**config.mk**
```make
export PLATFORM = sky130hd
export DESIGN_NAME = itl_rx_wr_ctrl
export DESIGN_NICKNAME = d
export VERILOG_FILES = /design/src/rtl/itl_rx_wr_ctrl.sv
export SDC_FILE = /design/constraint.sdc
export NUM_CORES = 1
export LEC_CHECK = 0
export BUFFER_PORTS_ARGS = -buffer_cell sky130_fd_sc_hd__buf_2
export CORE_MARGIN = 2
export CORE_UTILIZATION = 29
export DETAILED_ROUTE_END_ITERATION = 7
export SLEW_MARGIN = 10
export SYNTH_ARGS = -nofsm -noshare
export SYNTH_HDL_FRONTEND = slang
export SYNTH_SLANG_ARGS = --single-unit
```
**constraint.sdc**
```tcl
create_clock -name clk -period 3.5 [get_ports clk]
set_input_delay 0.525 -clock clk [delete_from_list [all_inputs] [get_ports clk]]
set_output_delay 0.525 -clock clk [all_outputs]
set_load 0.01 [all_outputs]
```
**src/rtl/itl_rx_wr_ctrl.sv**
```systemverilog
// itl_rx_wr_ctrl: fills the RX deinterleaver memory with one PB of symbol pairs,
// then replays the address sweep so the memory emits original and deinterleaved data.
`default_nettype none

module itl_rx_wr_ctrl #(
   parameter int D_WIDTH   = 2,
   parameter int A_WIDTH   = 12,
   parameter int OFS_PB16  = 0,
   parameter int OFS_PB136 = 64,
   parameter int OFS_PB520 = 608
) (
   input  logic               clk,
   input  logic               rst,
   input  logic               start,
   input  logic [1:0]         pb_size,
   input  logic               s_valid,
   output logic               s_ready,
   input  logic [D_WIDTH-1:0] s_data,
   input  logic               s_last,
   output logic [D_WIDTH-1:0] wdata,
   output logic [A_WIDTH-1:0] waddr,
   output logic               wen,
   output logic               din_vld,
   output logic [A_WIDTH-1:0] pb_offset,
   output logic               busy,
   output logic               done,
   output logic               err
);

   typedef enum logic [1:0] {
      ST_IDLE  = 2'd0,
      ST_WRITE = 2'd1,
      ST_GAP   = 2'd2,
      ST_READ  = 2'd3
   } state_t;

   state_t               state_q, state_d;
   logic [A_WIDTH-1:0]   cnt_q, cnt_d;
   logic [1:0]           size_q, size_d;
   logic                 s_ready_q, s_ready_d;
   logic                 wen_q, wen_d;
   logic [D_WIDTH-1:0]   wdata_q, wdata_d;
   logic [A_WIDTH-1:0]   waddr_q, waddr_d;
   logic                 din_vld_q, din_vld_d;
   logic [A_WIDTH-1:0]   pb_offset_q, pb_offset_d;
   logic                 busy_q, busy_d;
   logic                 done_q, done_d;
   logic                 err_q, err_d;
   logic [A_WIDTH-1:0]   last_idx;
   logic                 accept;

   function automatic logic [A_WIDTH-1:0] ofs_of(input logic [1:0] sz);
      case (sz)
         2'd0:    return A_WIDTH'(OFS_PB16);
         2'd1:    return A_WIDTH'(OFS_PB136);
         default: return A_WIDTH'(OFS_PB520);
      endcase
   endfunction

   always_comb begin
      case (size_q)
         2'd0:    last_idx = A_WIDTH'(63);
         2'd1:    last_idx = A_WIDTH'(543);
         default: last_idx = A_WIDTH'(2079);
      endcase
   end

   assign accept = (state_q == ST_WRITE) && s_valid && s_ready_q;

   always_comb begin
      state_d     = state_q;
      cnt_d       = cnt_q;
      size_d      = size_q;
      s_ready_d   = 1'b0;
      wen_d       = 1'b0;
      wdata_d     = wdata_q;
      waddr_d     = waddr_q;
      din_vld_d   = 1'b0;
      pb_offset_d = pb_offset_q;
      busy_d      = 1'b0;
      done_d      = 1'b0;
      err_d       = err_q;

      case (state_q)
         ST_IDLE: begin
            // busy_q is still high during the done cycle; a start there is ignored
            if (start && !busy_q) begin
               if (pb_size == 2'd3) begin
                  err_d = 1'b1;
               end else begin
                  size_d      = pb_size;
                  pb_offset_d = ofs_of(pb_size);
                  err_d       = 1'b0;
                  cnt_d       = '0;
                  s_ready_d   = 1'b1;
                  busy_d      = 1'b1;
                  state_d     = ST_WRITE;
               end
            end
         end
         ST_WRITE: begin
            busy_d    = 1'b1;
            s_ready_d = 1'b1;
            if (accept) begin
               if (cnt_q == last_idx) begin
                  wen_d     = 1'b1;
                  wdata_d   = s_data;
                  waddr_d   = cnt_q;
                  s_ready_d = 1'b0;
                  state_d   = ST_GAP;
                  if (!s_last) err_d = 1'b1;
               end else if (s_last) begin
                  err_d     = 1'b1;
                  s_ready_d = 1'b0;
                  busy_d    = 1'b0;
                  state_d   = ST_IDLE;
               end else begin
                  wen_d   = 1'b1;
                  wdata_d = s_data;
                  waddr_d = cnt_q;
                  cnt_d   = cnt_q + A_WIDTH'(1);
               end
            end
         end
         ST_GAP: begin
            busy_d  = 1'b1;
            cnt_d   = '0;
            state_d = ST_READ;
         end
         ST_READ: begin
            busy_d    = 1'b1;
            din_vld_d = 1'b1;
            waddr_d   = cnt_q;
            if (cnt_q == last_idx) begin
               done_d  = 1'b1;
               state_d = ST_IDLE;
            end else begin
               cnt_d = cnt_q + A_WIDTH'(1);
            end
         end
         default: state_d = ST_IDLE;
      endcase
   end

   always_ff @(posedge clk) begin
      if (rst) begin
         state_q     <= ST_IDLE;
         cnt_q       <= '0;
         size_q      <= '0;
         s_ready_q   <= 1'b0;
         wen_q       <= 1'b0;
         wdata_q     <= '0;
         waddr_q     <= '0;
         din_vld_q   <= 1'b0;
         pb_offset_q <= '0;
         busy_q      <= 1'b0;
         done_q      <= 1'b0;
         err_q       <= 1'b0;
      end else begin
         state_q     <= state_d;
         cnt_q       <= cnt_d;
         size_q      <= size_d;
         s_ready_q   <= s_ready_d;
         wen_q       <= wen_d;
         wdata_q     <= wdata_d;
         waddr_q     <= waddr_d;
         din_vld_q   <= din_vld_d;
         pb_offset_q <= pb_offset_d;
         busy_q      <= busy_d;
         done_q      <= done_d;
         err_q       <= err_d;
      end
   end

   assign s_ready   = s_ready_q;
   assign wen       = wen_q;
   assign wdata     = wdata_q;
   assign waddr     = waddr_q;
   assign din_vld   = din_vld_q;
   assign pb_offset = pb_offset_q;
   assign busy      = busy_q;
   assign done      = done_q;
   assign err       = err_q;

endmodule

`default_nettype wire

```
==> impl_metrics.env, run 1 <==
export IMPL_ys_seq_area_share_pct=42.25
export IMPL_tightest_slew_ns=0.9284
export IMPL_cts_resized=0
export IMPL_async_reset_ff_share_pct=0
export IMPL_end_kind="flip-flop"
export IMPL_drive_gt1_share_pct=18.11
export IMPL_antenna_left=0
export IMPL_worstPathMaxFanout=12
export IMPL_cts_htree_levels=2
export IMPL_ys_types=40
export IMPL_leakagePower_uw=0.0008983
export IMPL_ys_ff_latch=38
export IMPL_critPathSlowestCell="or4b_4"
export IMPL_routed_via_density=4.789
export IMPL_period_needed_ns=2.251
export IMPL_skew_ns=0.01036
export IMPL_clk_path_buf_depth=2
export IMPL_drcViolationCount=0
export IMPL_io_buffers=31
export IMPL_peakVddDrop_uv=217.5
export IMPL_overflow=0
export IMPL_synth_area_leaders="dfxtp_1 (42%), nand2_1 (8.5%), mux2i_1 (7.8%)"
export IMPL_cp_required_ns=3.64
export IMPL_highest_layer="met4"
export IMPL_area_delta_synth_final_pct=16.68
export IMPL_drt_iter0_drc=40
export IMPL_grt_pass1_wl_um=6051
export IMPL_syn_avg_cell_area_um2=8.374
export IMPL_hold_class="in -> reg"
export IMPL_clk_pin_slew_ns=0.08
export IMPL_path_cells="or4_1 -> or4b_4 -> o21ai_2 -> a21boi_2 -> mux2i_1"
export IMPL_fmaxAchievable_ghz=0.4443
export IMPL_n_antenna_cell=0
export IMPL_final_nets=252
export IMPL_synth_top_area_share_pct=42.25
export IMPL_io_pins=41
export IMPL_power_density_mw_per_mm2=453.9
export IMPL_finalMaxSlewViolations=0
export IMPL_syn_area_mm2=0.001800
export IMPL_startpoint_type="flip-flop"
export IMPL_fin_crit_sh_pct=64.31
export IMPL_wl_per_cell_um=11.54
export IMPL_antenna_found_initial=0
export IMPL_final_cells=318
export IMPL_max_slew_margin_rel_pct=38.04
export IMPL_synth_edff_count=0
export IMPL_synth_most_common_cell="nand2_1"
export IMPL_fillCellCount=630
export IMPL_fp_coreArea_mm2=0.005956
export IMPL_worst_path_buf_inv=0
export IMPL_place_area_mm2=0.001963
export IMPL_cts_tree="yes"
export IMPL_rsz0062_at_grt="false"
export IMPL_start_util_pct=30.23
export IMPL_die_h_um=82.80
export IMPL_dp_hpwl_um=2694
export IMPL_finalSetupViolCount=0
export IMPL_fin_area_mm2=0.002101
export IMPL_path_class="reg -> reg"
export IMPL_yosysWarnings=0
export IMPL_post_cts_setup_buffers=0
export IMPL_holdWs_ns=0.4590
export IMPL_cts_hold_buf=0
export IMPL_slowest_delay_ns=0.58
export IMPL_wl_met1_um=1657
export IMPL_cp_data_arrival_time_ns=2.39
export IMPL_wl_met2_um=1691
export IMPL_yosysTopAreaCell="dfxtp_1"
export IMPL_tns_ns=0
export IMPL_synthCells=215
export IMPL_ys_top_cells_by_count="nand2_1 (41), dfxtp_1 (38), nor2_1 (16), mux2i_1 (14)"
export IMPL_synth_main_ff_cell="dfxtp_1"
export IMPL_gp_congestion=0.7693
export IMPL_row_count=28
export IMPL_grt_pass1_vias=1332
export IMPL_clockRootBuffer="clkbuf_8"
export IMPL_hold_viol_final=0
export IMPL_cts_made_buffers=5
export IMPL_dr_total_vias=1523
export IMPL_grt_use_total_pct=11.97
export IMPL_drt_pass1_iterations=4
export IMPL_grt_start_max_net_pins=33
export IMPL_wl_um=3669
export IMPL_dieArea_mm2=0.006855
export IMPL_max_cap_violations=0
export IMPL_dr_wl_met3_um=238
export IMPL_fp_dieW_um=82.80
export IMPL_path_delay_family="simple AND/OR/NAND/NOR gates"
export IMPL_cts_sinks=38
export IMPL_insertion_delay_ns=0.30
export IMPL_dp_cells=310
export IMPL_status="completed"
export IMPL_final_util_pct=35.27
## sequential cells by signal (all words and copies together), names as in the netlist, named ones only
signal / count
din_vld: 1
cnt_q: 12
pb_offset: 2
waddr: 12
wen: 1
size_q: 2
state_q: 1
s_ready: 1
err: 1
done: 1
wdata: 2
busy: 1
## logic make-up after synthesis
logic type	synth area share [%]
and+or+nand+nor	24.25
DFF	42.25
AOI/OAI and AO/OA	12.93
buffers and inverters	7.505
muxes	7.783
xor gates and xnor gates	4.378
adders and majority gates	0.6948
other	0.2083
## per-layer routing
metal | GRT usage [%] | vias up
met3 | 3.896 | 6
met4 | 6.393 | 0
met5 | 0 | -
met2 | 18.87 | 43
li1 | - | 779
met1 | 14.44 | 695
## report_power, final
part	leakage, uW	total, uW	switching (uW)	internal (uW)
Sequential	0.000307	447	7.19	440
Clock	0.0000683	446	161	285
Combinational	0.000522	60.1	40.2	19.9
Total	0.000898	954	208	745
## area by class of cell
cell class,instances,area [um2],share of cell area [%]
sequential,38,760.7,36.21
timing repair buffer,31,155.1,7.385
multi-input combinational,161,934.6,44.49
clock inverter,3,68.82,3.276
clock buffer,5,68.82,3.276
tap,75,93.84,4.467
inverter,5,18.77,0.8934
## per-stage QoR
step / power (uW) / worst slack, ns
final: 953.5 / 1.249
after global routing: 991.8 / 1.057
after CTS: 971.1 / 1.196
after detailed placement: 517.9 / 1.204
after global placement: 517.5 / 1.271
after floorplan: 506.9 / 1.419
## placed cells by master (no fill, tap or decap), types with 4 or more instances in the layout
cell type  instances
a211oi_1           5
a21oi_1           10
and2_1             4
buf_2             31
clkbuf_8           5
conb_1             9
dfxtp_1           38
inv_1              5
mux2i_1           14
nand2_1           41
nand3_1            6
nor2_1            16
nor3_1             7
o21a_1             4
o21ai_0            5
or3_1              4
xnor2_1            8
## worst paths after layout
check	startpoint	end	slack, ns	depth (start not counted)
hold reg to reg	waddr[10]	waddr[10]	0.46	2
setup reg to reg	cnt_q[7]	waddr[5]	1.25	5
hold / removal	s_valid	s_ready	0.46	2
setup / recovery	cnt_q[7]	waddr[5]	1.25	5
Power figures use the tool's default switching activity.
==> run 2: changes to the inputs <==
- clock period: 3.5 -> 1.97 ns (I/O delays scaled with it)
==> run 2 against run 1 <==
  * The flow now finishes with violations (negative setup slack)
  * Clock power grew 78%
  * Die area is the same
  * Setup slack lost 1.4 ns
  * Flip-flop and latch count is the same
  * Sequential power grew 77%
  * Critical endpoint is now waddr[8]
  * Largest cell class unchanged
==> impl_metrics.env, run 2 (synthesis results as in run 1) <==
export IMPL_wl_um=3885
export IMPL_cts_sinks=38
export IMPL_final_nets=273
export IMPL_multiInputGateArea_um2=968.4
export IMPL_skew_ns=0.008010
export IMPL_rsz0062_at_grt="true"
export IMPL_drive_gt1_share_pct=26.89
export IMPL_cts_made_buffers=5
export IMPL_die_h_um=82.80
export IMPL_fp_dieW_um=82.80
export IMPL_area_delta_synth_final_pct=27.38
export IMPL_grt_pass1_vias=1393
export IMPL_dieArea_mm2=0.006855
export IMPL_cp_data_arrival_time_ns=2.24
export IMPL_hold_viol_final=0
export IMPL_dr_total_vias=1563
export IMPL_fp_coreArea_mm2=0.005956
export IMPL_cp_required_ns=2.13
export IMPL_failed_checks="negative setup slack"
export IMPL_fillCellCount=644
export IMPL_drt_iter0_drc=68
export IMPL_io_pins=41
export IMPL_seqPwrFrac_pct=46.4
export IMPL_peakVddDrop_uv=408.9
export IMPL_drcViolationCount=0
export IMPL_path_class="reg -> reg"
export IMPL_n_antenna_cell=0
export IMPL_dp_hpwl_um=2940
export IMPL_drt_pass1_iterations=4
export IMPL_power_density_mw_per_mm2=744.8
export IMPL_fin_crit_sh_pct=105.5
export IMPL_timing_final_ws_setup_ns=-0.1092
export IMPL_final_cell_mix="nand2_1 (41), dfxtp_1 (37), buf_2 (31)"
export IMPL_fin_area_mm2=0.002293
export IMPL_status="finished with violations"
export IMPL_clock_power_share_pct=46.5
export IMPL_path_delay_family="simple AND/OR/NAND/NOR gates"
export IMPL_cts_hold_buf=0
export IMPL_worst_path_buf_inv=0
export IMPL_cts_htree_levels=2
export IMPL_slowest_delay_ns=0.53
export IMPL_grt_start_max_net_pins=30
export IMPL_leakagePower_uw=0.001018
export IMPL_cts_tree="yes"
export IMPL_max_slew_margin_rel_pct=64.31
export IMPL_finalSetupViolCount=19
export IMPL_routed_via_density=4.611
export IMPL_place_area_mm2=0.002118
export IMPL_tightest_slew_ns=0.5340
export IMPL_switchingPower_uw=373.9
export IMPL_clk_pin_slew_ns=0.08
export IMPL_end_kind="flip-flop"
export IMPL_grt_use_total_pct=12.16
export IMPL_worstPathMaxFanout=12
export IMPL_hold_class="in -> reg"
export IMPL_row_count=28
export IMPL_intPower_uw=1334
export IMPL_grt_pass1_wl_um=6313
export IMPL_io_buffers=31
export IMPL_overflow=0
export IMPL_fmaxAchievable_ghz=0.4810
export IMPL_finalMaxSlewViolations=0
export IMPL_period_needed_ns=2.079
export IMPL_clockRootBuffer="clkbuf_8"
export IMPL_antenna_found_initial=0
export IMPL_clk_path_buf_depth=2
export IMPL_gp_congestion=0.8049
export IMPL_regArea_um2=762.0
export IMPL_wl_per_cell_um=11.46
export IMPL_dp_slack_ns=-0.1681
export IMPL_power_frac_comb_pct=7.1
export IMPL_max_cap_violations=0
export IMPL_antenna_left=0
export IMPL_startpoint_type="flip-flop"
export IMPL_insertion_delay_ns=0.29
export IMPL_p_sw_share_pct=21.89
export IMPL_start_util_pct=30.23
export IMPL_path_cells="or4_4 -> or4b_4 -> o21ai_2 -> a21boi_4 -> mux2i_1"
export IMPL_critPathSlowestCell="or4_4"
export IMPL_mostFrequentLayoutCell="nand2_1"
## run 2: final timing paths
path / endpoint / slack, ns / cells after the start / start
hold / removal: s_ready / 0.24 / 2 / s_valid
setup / recovery: waddr[8] / -0.11 / 5 / cnt_q[10]
setup reg to reg: waddr[8] / -0.11 / 5 / cnt_q[10]
hold reg to reg: wdata[1] / 0.46 / 2 / wdata[1]
## run 2: power by group through the flow
stage	logic [uW]	clock network [uW]	registers [uW]
after floorplan	88.6	0	812
after global placement	119	0	811
after detailed placement	119	0	811
after CTS	121	815	793
after global routing	136	839	795
final	121	794	793
## run 2: final cells by class
cell class / count / share of cell area, %
clock buffers: 5 / 3.001
clock inverters: 3 / 3.001
inverters: 5 / 0.8183
multi-input cells: 161 / 42.23
flip-flops and latches: 38 / 33.22
well taps: 75 / 4.092
repair buffers: 52 / 13.64
## run 2: through the flow
stage | setup TNS (ns) | utilization (%) | hold slack (ns) | std cells | total power (uW)
after global routing | -3.247 | 38.51 | 0.2442 | 339 | 1771
after global placement | -1.670 | 35.57 | 0.4423 | 330 | 929.6
after CTS | -1.789 | 38.05 | 0.2260 | 338 | 1729
final | -1.709 | 38.51 | 0.2361 | 339 | 1708
after detailed placement | -2.255 | 35.57 | 0.4478 | 330 | 930.5
after floorplan | -0.4611 | - | 0.3994 | 223 | 900.5
## run 2: repair_timing
| item | in CTS | in global routing |
|---|---|---|
| resized for setup | 2 | 4 |
| setup buffers | 0 | 1 |
| cloned | 0 | 0 |
| setup endpoints to repair | 18 | 21 |
| endpoints found under the hold margin | 0 | 0 |
| pin swaps | 0 | 1 |
## run 2: layer usage
layer	up-vias	GRT usage, %	routed length, um
li1	814	-	-
met1	707	15.86	1873
met2	37	19.27	1781
met3	5	3.247	180
met4	0	4.426	50
met5	-	0	0
==> run 3: changes to the inputs <==
- PLACE_DENSITY: default -> 0.61
==> run 3 against run 2 <==
  * Hold slack got worse by 0.0088 ns
  * Highest routed layer unchanged
  * Via count rose by 0.58%
  * Largest power group is now registers
  * The run still ends with negative setup slack left
  * Die area did not move
  * Maximum frequency is 0.46% lower
  * Combinational power about the same
  * Global-route usage increased by 0.15 points
  * Critical endpoint is now waddr[5]
  * Count of clock-buffer cells in the layout did not move
==> impl_metrics.env, run 3 (synthesis results as in run 1) <==
export IMPL_final_cell_mix="nand2_1 (41), dfxtp_1 (37), buf_2 (31)"
export IMPL_drt_pass1_iterations=4
export IMPL_hold_viol_final=0
export IMPL_area_delta_synth_final_pct=23.42
export IMPL_io_buffers=31
export IMPL_die_h_um=82.80
export IMPL_leakagePower_uw=0.0009893
export IMPL_cp_required_ns=2.13
export IMPL_antenna_found_initial=0
export IMPL_wl_per_cell_um=11.17
export IMPL_final_nets=272
export IMPL_max_slew_margin_rel_pct=64.52
export IMPL_wl_um=3764
export IMPL_timing_reg2reg_worst_path_depth=5
export IMPL_cts_htree_levels=2
export IMPL_slowest_delay_ns=0.53
export IMPL_drt_iter0_drc=79
export IMPL_path_cells="or4_4 -> or4b_4 -> o21ai_4 -> a21boi_4 -> mux2i_1"
export IMPL_dieArea_mm2=0.006855
export IMPL_power_uw=1424
export IMPL_grt_start_max_net_pins=30
export IMPL_rsz0062_at_grt="true"
export IMPL_tns_ns=-1.708
export IMPL_skew_ns=0.005946
export IMPL_failed_checks="negative setup slack"
export IMPL_path_class="reg -> reg"
export IMPL_grt_pass1_wl_um=6361
export IMPL_fin_area_mm2=0.002222
export IMPL_status="finished with violations"
export IMPL_timing_final_ws_setup_ns=-0.1188
export IMPL_finalMaxSlewViolations=0
export IMPL_dp_cells=330
export IMPL_peakVddDrop_uv=248.8
export IMPL_n_antenna_cell=0
export IMPL_cts_sinks=38
export IMPL_start_util_pct=30.23
export IMPL_grt_pass1_vias=1416
export IMPL_fin_crit_sh_pct=106.0
export IMPL_post_cts_setup_buffers=0
export IMPL_fp_dieW_um=82.80
export IMPL_io_pins=41
export IMPL_cts_made_buffers=5
export IMPL_clk_pin_slew_ns=0.08
export IMPL_place_area_mm2=0.002118
export IMPL_routed_via_density=4.665
export IMPL_finalSetupViolCount=18
export IMPL_worstPathMaxFanout=12
export IMPL_clockRootBuffer="clkbuf_8"
export IMPL_cp_data_arrival_time_ns=2.25
export IMPL_antenna_left=0
export IMPL_startpoint_type="flip-flop"
export IMPL_fp_coreArea_mm2=0.005956
export IMPL_dp_hpwl_um=2824
export IMPL_insertion_delay_ns=0.29
export IMPL_row_count=28
export IMPL_holdWs_ns=0.2273
export IMPL_fmaxAchievable_ghz=0.4787
export IMPL_drcViolationCount=0
export IMPL_whs_path_depth=2
export IMPL_period_needed_ns=2.089
export IMPL_max_cap_violations=0
export IMPL_critPathSlowestCell="or4_4"
export IMPL_overflow=0
export IMPL_drive_gt1_share_pct=25.57
export IMPL_tightest_slew_ns=0.5309
export IMPL_cts_tree="yes"
export IMPL_dr_total_vias=1572
export IMPL_power_density_mw_per_mm2=640.8
export IMPL_grt_use_total_pct=12.30
export IMPL_cts_hold_buf=0
export IMPL_end_kind="flip-flop"
export IMPL_mostFrequentLayoutCell="nand2_1"
export IMPL_final_cells=337
export IMPL_hold_class="in -> reg"
export IMPL_clk_path_buf_depth=2
export IMPL_gp_congestion=0.7614
run 3: report_power, final:
group / internal (uW) / leakage, uW / switching [uW]
logic: 45.8 / 0.000638 / 76.3
clock network: 237 / 0.0000438 / 271
registers: 781 / 0.000308 / 12.2
total: 1060 / 0.000989 / 359
run 3: final cells by class:
type | count | area [um2]
Clock inverter | 2 | 10.01
Fill cell | 615 | 3734
Sequential cell | 38 | 762.0
Tap cell | 75 | 93.84
Clock buffer | 5 | 68.82
Multi-Input combinational cell | 161 | 959.7
Timing Repair Buffer | 51 | 309.0
Inverter | 5 | 18.77
run 3: path summary, 6_finish.rpt:
kind | slack (ns) | from | endpoint
max | -0.12 | cnt_q[10] | waddr[5]
min | 0.23 | s_valid | s_ready
max reg2reg | -0.12 | cnt_q[10] | waddr[5]
min reg2reg | 0.46 | wdata[0] | wdata[0]
run 3: critical path: cells and delay by family (launching register included):
| kind | cells | cell delay [ns] |
|---|---|---|
| DFF | 1 | 0.32 |
| and+or+nand+nor | 2 | 1.06 |
| muxes | 1 | 0.18 |
| AOI/OAI and AO/OA | 2 | 0.39 |
run 3: per-stage QoR:
| step | utilization [%] | worst slack [ns] |
|---|---|---|
| CTS | 37.18 | -0.1264 |
| finish | 37.31 | -0.1188 |
| global route | 37.31 | -0.1918 |
| detailed placement | 35.57 | -0.1896 |
| floorplan | - | -0.04611 |
| global placement | 35.57 | -0.1234 |
run 3: timing repair:
item,in CTS,in global routing
cloned,0,0
hold endpoints to repair,0,0
gates resized for setup,3,2
pin swaps,1,1
endpoints found under the setup margin,18,22
run 3: per-layer routing:
layer,share of wire [%],global-route usage (%),wire [um]
met5,0,0,0
met2,44,19.27,1652
met3,5.1,2.922,191
met1,49,15.49,1829
met4,2.4,6.885,91
